==> config.mk <==
export PLATFORM = sky130hd
export DESIGN_NAME = robs_divider
export DESIGN_NICKNAME = d
export VERILOG_FILES = /design/src/rtl/robs_pkg.sv /design/src/rtl/robs_div_datapath.sv /design/src/rtl/robs_divider.sv
export SDC_FILE = /design/constraint.sdc
export NUM_CORES = 1
export LEC_CHECK = 0
export BUFFER_PORTS_ARGS = -buffer_cell sky130_fd_sc_hd__buf_2
export CAP_MARGIN = 20
export CELL_PAD_IN_SITES_DETAIL_PLACEMENT = 1
export CELL_PAD_IN_SITES_GLOBAL_PLACEMENT = 2
export CORE_MARGIN = 4
export CORE_UTILIZATION = 35
export DETAILED_ROUTE_END_ITERATION = 8
export PLACE_DENSITY_LB_ADDON = 0.2
export REMOVE_ABC_BUFFERS = 1
export SETUP_SLACK_MARGIN = 0.05
export SYNTH_ARGS = -nofsm -noshare
export SYNTH_HDL_FRONTEND = slang
export SYNTH_SLANG_ARGS = --single-unit
==> constraint.sdc <==
create_clock -name clk -period 8.69 [get_ports clk]
set_clock_uncertainty 0.1 [all_clocks]
set_input_delay 1.3035 -clock clk [delete_from_list [all_inputs] [get_ports clk]]
set_output_delay 1.3035 -clock clk [all_outputs]
set_load 0.005 [all_outputs]
==> src/rtl/robs_pkg.sv <==
`default_nettype none
// +--------------------------------------------------------------------+
// | Module   : robs_pkg                                                |
// | Purpose  : Shared types and constants for the Robertson divider    |
// |            (FSM state encoding, control word, counter width).      |
// | Revision : 1.0  initial release                                    |
// +--------------------------------------------------------------------+
package robs_pkg;

  localparam int DEF_WIDTH = 8;
  localparam int CNT_W     = $clog2(DEF_WIDTH);

  // Control unit states, explicitly encoded
  typedef enum logic [2:0] {
    IDLE = 3'd0,
    LOAD = 3'd1,
    ITER = 3'd2,
    FIX  = 3'd3,
    DONE = 3'd4
  } state_t;

  // Control word from the FSM to the datapath
  typedef struct packed {
    logic load;   // form magnitudes, resolve early exits, arm counter
    logic shift;  // one restoring step of {rem,q}
    logic sub;    // subtract divisor in this step (sets q[0])
    logic neg_q;  // commit signed, range-checked quotient
    logic neg_r;  // commit signed, range-checked remainder
    logic clr;    // capture operands on an accepted start
  } ctrl_t;

  // Counter width for an arbitrary operand width (at least one bit)
  function automatic int cnt_width(input int w);
    return (w > 1) ? $clog2(w) : 1;
  endfunction

endpackage
`default_nettype wire

==> src/rtl/robs_div_datapath.sv <==
`default_nettype none
// +--------------------------------------------------------------------+
// | Module   : robs_div_datapath                                       |
// | Purpose  : Operand registers, restoring shift/subtract pair,       |
// |            sign correction, range check and iteration counter.     |
// | Revision : 1.0  initial release                                    |
// +--------------------------------------------------------------------+
module robs_div_datapath
  import robs_pkg::*;
#(
  parameter int WIDTH = 8
) (
  input  logic                 clk,
  input  logic                 reset,
  input  ctrl_t                ctrl,
  input  logic [2*WIDTH-1:0]   dividend,
  input  logic [WIDTH-1:0]     divisor,
  output logic                 ge,
  output logic                 cnt_zero,
  output logic                 dz,
  output logic                 ovf_early,
  output logic                 ovf_fix,
  output logic [WIDTH-1:0]     quotient,
  output logic [WIDTH-1:0]     remainder
);

  localparam int CW = cnt_width(WIDTH);
  localparam logic [WIDTH-1:0] c_qmax_pos = {1'b0, {(WIDTH-1){1'b1}}};
  localparam logic [WIDTH-1:0] c_qmax_neg = {1'b1, {(WIDTH-1){1'b0}}};

  logic [2*WIDTH-1:0] r_dvd;
  logic [WIDTH-1:0]   r_dvs;
  logic [WIDTH-1:0]   r_rem;
  logic [WIDTH-1:0]   r_q;
  logic [CW-1:0]      r_cnt;
  logic [WIDTH-1:0]   r_quotient;
  logic [WIDTH-1:0]   r_remainder;

  logic               w_dvd_neg;
  logic               w_dvs_neg;
  logic               w_q_neg;
  logic [2*WIDTH-1:0] w_dvd_mag;
  logic [WIDTH:0]     w_dvs_mag;
  logic [WIDTH:0]     w_rem_sh;
  logic [WIDTH-1:0]   w_rem_diff;
  logic [WIDTH-1:0]   w_q_signed;
  logic [WIDTH-1:0]   w_r_signed;

  // Magnitudes are kept unsigned so the most-negative operands do not wrap
  always_comb begin
    w_dvd_neg  = r_dvd[2*WIDTH-1];
    w_dvs_neg  = r_dvs[WIDTH-1];
    w_q_neg    = w_dvd_neg ^ w_dvs_neg;
    w_dvd_mag  = w_dvd_neg ? -r_dvd : r_dvd;
    w_dvs_mag  = {1'b0, (w_dvs_neg ? -r_dvs : r_dvs)};
    // Shifted remainder is one bit wider than the stored one so the compare is exact
    w_rem_sh   = {r_rem, r_q[WIDTH-1]};
    // Difference is always below 2^(WIDTH-1) when taken, so WIDTH bits suffice
    w_rem_diff = w_rem_sh[WIDTH-1:0] - w_dvs_mag[WIDTH-1:0];
    w_q_signed = w_q_neg   ? -r_q   : r_q;
    w_r_signed = w_dvd_neg ? -r_rem : r_rem;
  end

  assign ge        = (w_rem_sh >= w_dvs_mag);
  assign cnt_zero  = (r_cnt == '0);
  assign dz        = (r_dvs == '0);
  assign ovf_early = ({1'b0, w_dvd_mag[2*WIDTH-1:WIDTH]} >= w_dvs_mag);
  assign ovf_fix   = w_q_neg ? (r_q > c_qmax_neg) : (r_q > c_qmax_pos);

  // Operand capture on an accepted start
  always_ff @(posedge clk or negedge reset) begin
    if (!reset) begin
      r_dvd <= '0;
      r_dvs <= '0;
    end else if (ctrl.clr) begin
      r_dvd <= dividend;
      r_dvs <= divisor;
    end
  end

  // Working remainder/quotient pair and iteration counter
  always_ff @(posedge clk or negedge reset) begin
    if (!reset) begin
      r_rem <= '0;
      r_q   <= '0;
      r_cnt <= '0;
    end else if (ctrl.load) begin
      r_rem <= w_dvd_mag[2*WIDTH-1:WIDTH];
      r_q   <= w_dvd_mag[WIDTH-1:0];
      r_cnt <= CW'(WIDTH-1);
    end else if (ctrl.shift) begin
      r_rem <= ctrl.sub ? w_rem_diff : w_rem_sh[WIDTH-1:0];
      r_q   <= {r_q[WIDTH-2:0], ctrl.sub};
      r_cnt <= r_cnt - CW'(1);
    end
  end

  // Result registers: early exits resolve in LOAD, normal results in FIX
  always_ff @(posedge clk or negedge reset) begin
    if (!reset) begin
      r_quotient  <= '0;
      r_remainder <= '0;
    end else begin
      if (ctrl.load) begin
        if (dz) begin
          r_quotient  <= '1;
          r_remainder <= r_dvd[WIDTH-1:0];
        end else if (ovf_early) begin
          r_quotient  <= '0;
          r_remainder <= '0;
        end
      end
      if (ctrl.neg_q) begin
        r_quotient <= ovf_fix ? '0 : w_q_signed;
      end
      if (ctrl.neg_r) begin
        r_remainder <= ovf_fix ? '0 : w_r_signed;
      end
    end
  end

  assign quotient  = r_quotient;
  assign remainder = r_remainder;

endmodule
`default_nettype wire

==> src/rtl/robs_divider.sv <==
`default_nettype none
// +--------------------------------------------------------------------+
// | Module   : robs_divider                                            |
// | Purpose  : Signed sequential divider (2W / W -> W quotient and     |
// |            remainder), one quotient bit per clock. Holds the FSM   |
// |            control unit and instantiates the datapath.             |
// | Revision : 1.0  initial release                                    |
// +--------------------------------------------------------------------+
module robs_divider
  import robs_pkg::*;
#(
  parameter int WIDTH = 8
) (
  input  logic                 clk,
  input  logic                 reset,
  input  logic                 start,
  input  logic [2*WIDTH-1:0]   dividend,
  input  logic [WIDTH-1:0]     divisor,
  output logic [WIDTH-1:0]     quotient,
  output logic [WIDTH-1:0]     remainder,
  output logic                 busy,
  output logic                 done,
  output logic                 div_zero,
  output logic                 overflow
);

  state_t r_state;
  state_t w_next;
  ctrl_t  w_ctrl;

  logic   r_busy;
  logic   r_done;
  logic   r_div_zero;
  logic   r_overflow;

  logic   w_ge;
  logic   w_cnt_zero;
  logic   w_dz;
  logic   w_ovf_early;
  logic   w_ovf_fix;

  // State register
  always_ff @(posedge clk or negedge reset) begin
    if (!reset) begin
      r_state <= IDLE;
    end else begin
      r_state <= w_next;
    end
  end

  // Next-state and control word; start is ignored during the done pulse
  always_comb begin
    w_next = r_state;
    w_ctrl = '0;
    unique case (r_state)
      IDLE: begin
        if (start && !r_done) begin
          w_ctrl.clr = 1'b1;
          w_next     = LOAD;
        end
      end
      LOAD: begin
        w_ctrl.load = 1'b1;
        w_next      = (w_dz || w_ovf_early) ? DONE : ITER;
      end
      ITER: begin
        w_ctrl.shift = 1'b1;
        w_ctrl.sub   = w_ge;
        if (w_cnt_zero) begin
          w_next = FIX;
        end
      end
      FIX: begin
        w_ctrl.neg_q = 1'b1;
        w_ctrl.neg_r = 1'b1;
        w_next       = DONE;
      end
      DONE: begin
        w_next = IDLE;
      end
      default: begin
        w_next = IDLE;
      end
    endcase
  end

  // Handshake: busy spans the computation, done pulses once after DONE
  always_ff @(posedge clk or negedge reset) begin
    if (!reset) begin
      r_busy <= 1'b0;
      r_done <= 1'b0;
    end else begin
      r_done <= (r_state == DONE);
      if (w_ctrl.clr) begin
        r_busy <= 1'b1;
      end else if (w_next == DONE) begin
        r_busy <= 1'b0;
      end
    end
  end

  // Status flags, cleared on an accepted start and held until the next one
  always_ff @(posedge clk or negedge reset) begin
    if (!reset) begin
      r_div_zero <= 1'b0;
      r_overflow <= 1'b0;
    end else if (w_ctrl.clr) begin
      r_div_zero <= 1'b0;
      r_overflow <= 1'b0;
    end else begin
      if (w_ctrl.load && w_dz) begin
        r_div_zero <= 1'b1;
      end
      if ((w_ctrl.load && !w_dz && w_ovf_early) || (w_ctrl.neg_q && w_ovf_fix)) begin
        r_overflow <= 1'b1;
      end
    end
  end

  robs_div_datapath #(
    .WIDTH (WIDTH)
  ) u_datapath (
    .clk       (clk),
    .reset     (reset),
    .ctrl      (w_ctrl),
    .dividend  (dividend),
    .divisor   (divisor),
    .ge        (w_ge),
    .cnt_zero  (w_cnt_zero),
    .dz        (w_dz),
    .ovf_early (w_ovf_early),
    .ovf_fix   (w_ovf_fix),
    .quotient  (quotient),
    .remainder (remainder)
  );

  assign busy     = r_busy;
  assign done     = r_done;
  assign div_zero = r_div_zero;
  assign overflow = r_overflow;

endmodule
`default_nettype wire

== Word-level counts from Yosys, hierarchy flattened ==
Cells that the tools add are included.
Storage, ports and cells
  register bits: 66
  input port bits: 27
  output and inout bits: 20
  logic and storage cells: 86
Operators by class
  $add $sub $neg: 6
  $lt $le $gt $ge: 4
  eq/ne operators: 5
  multiplexer cells: 36
  bitwise logic cells: 1
  reductions and logical operators: 22
Operators with widths (count)
  8-bit 2-to-1 mux: 17
  8-bit negation: 3
  16-bit 2-to-1 mux: 1
  16-bit negation: 1
  3-bit 2-to-1 mux: 5
  3-bit one-hot mux with 4 select lines: 1
  2-bit nonzero test: 6
  1-bit 2-to-1 mux: 10
  9-bit by 8-bit greater-or-equal comparator with 1-bit output: 1
  8-bit greater-or-equal comparator: 1
  8-bit by 7-bit greater-than comparator with 1-bit output (second input constant): 1
  8-bit greater-than comparator (second input constant): 1
  8-bit zero test: 1
  8-bit subtractor: 1
  3-bit by 2-bit equality test with 1-bit output (second input constant): 2
  3-bit equality test (second input constant): 2
  3-bit zero test: 2
  3-bit nonzero test: 2
  1-bit logical AND: 5
  2-bit 2-to-1 mux: 2
  2-bit AND reduction: 2
  3-bit by 1-bit equality test with 1-bit output (second input constant): 1
  3-bit by 1-bit subtractor with 3-bit output (second input constant): 1
  1-bit zero test: 2
  2 further kinds: 3

== Longest topological paths before layout ==
  word-level depth: 9
  depth in mapped cells: 14
  depth with buffers taken out: 13

== Modules after synthesis ==
Synthesis repeated with hierarchy kept, for this count alone.
Second synthesis, totals
  cell total of the unflattened synthesis: 434
  area total of the unflattened synthesis: 4187.8 sq um
Modules (own cells, without submodules)
  robs_div_datapath: instances 1, cells each 405, area an instance 3866.2 sq um, sequential area each 1476.4 sq um
  robs_divider: instances 1, cells each 29, area an instance 321.6 sq um, sequential area each 175.2 sq um

== Worst setup path after synthesis ==
No wires, ideal clock.
  kind: reg2reg
  start point: reg u_datapath.r_dvd[0]
  end point: reg u_datapath.r_quotient[7] (netlist: u_datapath.quotient[7])
  setup time: 126 ps
  data arrival time: 2588 ps
  required time: 8464 ps
  setup slack: 5876 ps
  stages on the path, launching flop included: 15
  buffers on the path: 1
  clock period less this slack: 2814 ps
  cells stage by stage: dfrtp_1 inv_1 ha_1 nor2b_1 nand3_1 nand2_1 xor2_1 ha_1 nand2b_1 a2111o_1 o2111ai_1 a41oi_4 buf_6 nor2_1 a21oi_1
On the way
  longest elaborated chain between the ends: 5
Ends and longest elaborated chain
  start, declared: line robs_div_datapath.sv:31  | logic [2*WIDTH-1:0] r_dvd;
  start signal, assigned: line robs_div_datapath.sv:76  | r_dvd <= dividend;
  16-bit negation: line robs_div_datapath.sv:54  | w_dvd_mag = w_dvd_neg ? -r_dvd : r_dvd;
  16-bit 2-to-1 mux: line robs_div_datapath.sv:54
  8-bit greater-or-equal comparator: line robs_div_datapath.sv:67  | assign ovf_early = ({1'b0, w_dvd_mag[2*WIDTH-1:WIDTH]} >= w_dvs_mag);
  3-bit nonzero test (no source line)
  2-bit AND reduction (no source line)
  end signal, assigned: line robs_div_datapath.sv:114  | r_quotient <= ovf_fix ? '0 : w_q_signed;
  end, declared: line robs_div_datapath.sv:36  | logic [WIDTH-1:0] r_quotient;
No other way between the ends.
A chain may end at the register's enable or synchronous reset.

== Worst setup path after layout ==
  start point: reg u_datapath.r_dvd[0]
  end point: reg u_datapath.r_remainder[3] (netlist: u_datapath.remainder[3])
On the way
  longest elaborated chain between the ends: 5
Ends and longest elaborated chain
  16-bit negation: line robs_div_datapath.sv:54
  16-bit 2-to-1 mux: line robs_div_datapath.sv:54
  8-bit greater-or-equal comparator: line robs_div_datapath.sv:67
  3-bit nonzero test (no source line)
  2-bit AND reduction (no source line)
  end signal, assigned: line robs_div_datapath.sv:107  | r_remainder <= r_dvd[WIDTH-1:0];
  end signal, assigned: line robs_div_datapath.sv:117  | r_remainder <= ovf_fix ? '0 : w_r_signed;
  end, declared: line robs_div_datapath.sv:37  | logic [WIDTH-1:0] r_remainder;
No other way between the ends.

==> flow_metrics.env <==
export IMPL_status="complete, no violations"
export IMPL_holdPathStages=2
export IMPL_cp_end_kind="flip-flop"
export IMPL_synth_top_area_cell="dfrtp_1"
export IMPL_die_w_um=119.3
export IMPL_ys_types=62
export IMPL_tritoncts="yes"
export IMPL_clock_sinks=66
export IMPL_synth_edf_count=0
export IMPL_r2r_end="u_datapath.remainder[3]$_DFFE_PN0P_"
export IMPL_viasPerCell=5.205
export IMPL_min_period_ps=3643
export IMPL_synth_area_per_cell_um2=8.454
export IMPL_power_switching_uw=1210
export IMPL_sequentialPowerShare_pct=27.8
export IMPL_synthCells=513
export IMPL_wl_per_cell_um=17.71
export IMPL_drt_total_wl_mm=12.68
export IMPL_drive_gt1_share_pct=14.05
export IMPL_clock_tree_buffer_depth=2
export IMPL_slew_limit_headroom_pct=37.05
export IMPL_cts_resized=0
export IMPL_final_seq_area_um2=1652
export IMPL_worst_slew_pin_slew_ps=943.3
export IMPL_synthTopCellsByArea="dfrtp_1 38%, nand2_1 9.3%, ha_1 6.3%, a21oi_1 5.4%, nor2_1 5.1%"
export IMPL_final_area_um2=4926
export IMPL_place_congestion=0.8432
export IMPL_whs_ps=394.2
export IMPL_postCtsSetupBuffers=0
export IMPL_ir_drop_mv=0.1776
export IMPL_finalNetCount=596
export IMPL_n_fill_cell=1431
export IMPL_cap_viol_max_count=0
export IMPL_die_area_um2=14230
export IMPL_ys_warn_count=0
export IMPL_cpMaxStageDelayCell="a41oi_4"
export IMPL_min_from="u_datapath.r_cnt[2]$_DFFE_PN0P_"
export IMPL_finalHoldViolations=0
export IMPL_hp_class="flip-flop to flip-flop"
export IMPL_yosys_area_top_type_share_pct=38.08
export IMPL_place_ws_ps=5033
export IMPL_slew_viol_final=0
export IMPL_dieHeight_um=119.3
export IMPL_drt_iter0_drc=185
export IMPL_rsz0062_at_grt="no"
export IMPL_final_setup_tns_ps=0
export IMPL_grt_pass1_wl_mm=21.31
export IMPL_path_buf_inv=1
export IMPL_grt_pass1_vias=4049
export IMPL_crit_type="flip-flop to flip-flop"
export IMPL_port_buffers=46
export IMPL_start_util_pct=35.95
export IMPL_worstRegToRegCells=13
export IMPL_rows=40
export IMPL_max_stage_delay_ps=490
export IMPL_num_vias=3727
export IMPL_syn_area_um2=4337
export IMPL_grtUsageTotal_pct=18.79
export IMPL_ios=47
export IMPL_path_depth=13
export IMPL_worstSkewPairLatency_ps=340
export IMPL_power_internal_uw=1293
export IMPL_synthFlopType="dfrtp_1"
export IMPL_switching_share_pct=48.34
export IMPL_cts_htree_levels=3
export IMPL_path_clk_slew_ps=60
export IMPL_final_period_utilization_pct=41.92
export IMPL_placed_area_um2=4666
export IMPL_synth_seq_cells=66
export IMPL_path_max_fanout=34
export IMPL_crit_top_cell="ha_1"
export IMPL_place_hpwl_mm=9.130
export IMPL_powerDensity_nw_per_um2=508.1
export IMPL_start_kind="flip-flop"
export IMPL_root_buffer="clkbuf_16"
export IMPL_cp_data_arrival_time_ps=3710
export IMPL_crit_family="compound AO/OA/AOI/OAI gates"
export IMPL_grt_max_degree=67
export IMPL_rr_startpoint="u_datapath.r_dvd[0]$_DFFE_PN0P_"
export IMPL_syn2layout_area_growth_pct=13.59
export IMPL_setup_violations_final=0
export IMPL_hold_buffers=0
export IMPL_p_leak_uw=0.002234
export IMPL_num_antenna_cells=0
export IMPL_cts_inserted_buffers=9
export IMPL_worstHoldEndpoint="u_datapath.r_cnt[2]$_DFFE_PN0P_"
export IMPL_cp_cell_sequence="inv_1 > ha_1 > nor2b_1 > nand3_1 > nand2_1 > xor2_1 > ha_1 > nand2b_1 > a2111o_1 > o2111ai_1 > a41oi_4 > nor2_1 > a21oi_1"
export IMPL_fin_ws_ps=5047
export IMPL_combPwrFrac_pct=58.7
export IMPL_multi_input_area_um2=2495
export IMPL_pwr_share_clk_pct=13.5
export IMPL_antenna_found_initial=0
export IMPL_first_pass_iters=4
export IMPL_drc=0
export IMPL_required_ps=8760
export IMPL_ant_nets=0
export IMPL_reg2reg_slack_ps=5050
export IMPL_synthArstFlopShare_pct=100.0
export IMPL_core_um2=12060
export IMPL_fmaxAchievable_mhz=274.5
export IMPL_overflow=0
export IMPL_seq_area_frac_synth_pct=38.08
registers in the layout (all words and copies together) (netlist names):
signal and count:
u_datapath.quotient 8, overflow 1, u_datapath.r_q 8, r_state 3, u_datapath.remainder 8, div_zero 1
u_datapath.r_dvd 16, u_datapath.r_cnt 3, u_datapath.r_dvs 8, done 1, u_datapath.r_rem 8, busy 1
stage by stage:
step	power (µW)	utilization [%]	std cells
floorplan	1722	-	487
global placement	2116	38.68	703
detailed placement	2173	38.68	703
CTS	2523	40.84	716
global route	2752	40.84	716
finish	2503	40.84	716
layout make-up:
class | instances | area share, %
timing repair buffer | 48 | 4.978
clock buffer | 13 | 5.283
tap | 168 | 4.267
inverter | 17 | 1.295
multi-input combinational | 404 | 50.65
sequential | 66 | 33.53
tightest hold or removal path: cells and delay by family (launching register included):
kind            cells  cell delay, ps
compound gates      1              70
flops               1             340
simple gates        1              50
routing by layer:
layer	GRT usage, %	routed length [µm]
met5	0	0
met4	5.297	174
met2	30.24	5886
met3	4.463	531
met1	25.26	6086
synthesized netlist by cell type, types with 4 or more instances:
cell type,count
a22oi_1,8
a31oi_1,8
clkbuf_1,13
dfrtp_1,66
buf_2,6
o21ai_0,17
nor3_1,10
nand3_1,4
inv_1,17
nand2b_1,4
a21oi_1,47
nor2_1,59
xnor2_1,20
mux2i_1,7
nor2b_1,5
ha_1,22
xor2_1,14
and3_1,4
o31ai_1,6
o22ai_1,4
nand2_1,108
power by group through the flow:
stage / Combinational, µW / Clock, µW / Sequential (µW)
final: 1470 / 337 / 696
after CTS: 1480 / 345 / 696
after detailed placement: 1470 / 0 / 700
after global routing: 1670 / 357 / 725
after global placement: 1420 / 0 / 696
after floorplan: 1090 / 0 / 631
cell usage in the layout (no fill, tap or decap), drive strengths merged, types with 2 or more instances in the layout:
cell,synthesis,layout
nand2,109,109
dfrtp,66,66
nor2,60,60
buf,11,48
a21oi,47,47
ha,22,22
xnor2,21,21
inv,17,17
o21ai,17,17
xor2,14,14
clkbuf,15,13
nor3,12,12
a31oi,8,8
a22oi,8,8
mux2i,7,7
o31ai,7,7
nor2b,6,6
nand2b,4,4
and3,4,4
nand3,4,4
o22ai,4,4
o41ai,4,4
nand4,3,3
nand3b,3,3
and2,3,3
nor3b,3,3
a211oi,3,3
a22o,3,3
a31o,3,3
a21o,2,2
o21a,2,2
o2111ai,2,2
nor4b,2,2
a221o,2,2
or2,2,2
a2111oi,2,2
how the worst max path moves through the flow:
stage                                               start                                  end  slack, ps
final                     u_datapath.r_dvd[0]$_DFFE_PN0P_  u_datapath.remainder[3]$_DFFE_PN0P_       5050
after global routing      u_datapath.r_dvd[0]$_DFFE_PN0P_  u_datapath.remainder[3]$_DFFE_PN0P_       4690
after CTS                 u_datapath.r_dvd[0]$_DFFE_PN0P_  u_datapath.remainder[3]$_DFFE_PN0P_       5010
after detailed placement  u_datapath.r_dvd[0]$_DFFE_PN0P_  u_datapath.remainder[3]$_DFFE_PN0P_       5030
after global placement    u_datapath.r_dvd[0]$_DFFE_PN0P_   u_datapath.quotient[4]$_DFFE_PN0P_       5140
after floorplan           u_datapath.r_dvd[0]$_DFFE_PN0P_   u_datapath.quotient[0]$_DFFE_PN0P_       5720
cells by family after synthesis:
group                      after synthesis  synth area share [%]
AOI/OAI and AO/OA                      121                 19.30
muxes                                    8                 1.875
DFF                                     66                 38.08
buffers and inverters                   43                 4.386
adders and majority gates               23                 6.809
and+or+nand+nor                        217                 22.30
xor gates and xnor gates                35                 7.242
Power figures use the tool's default switching activity.
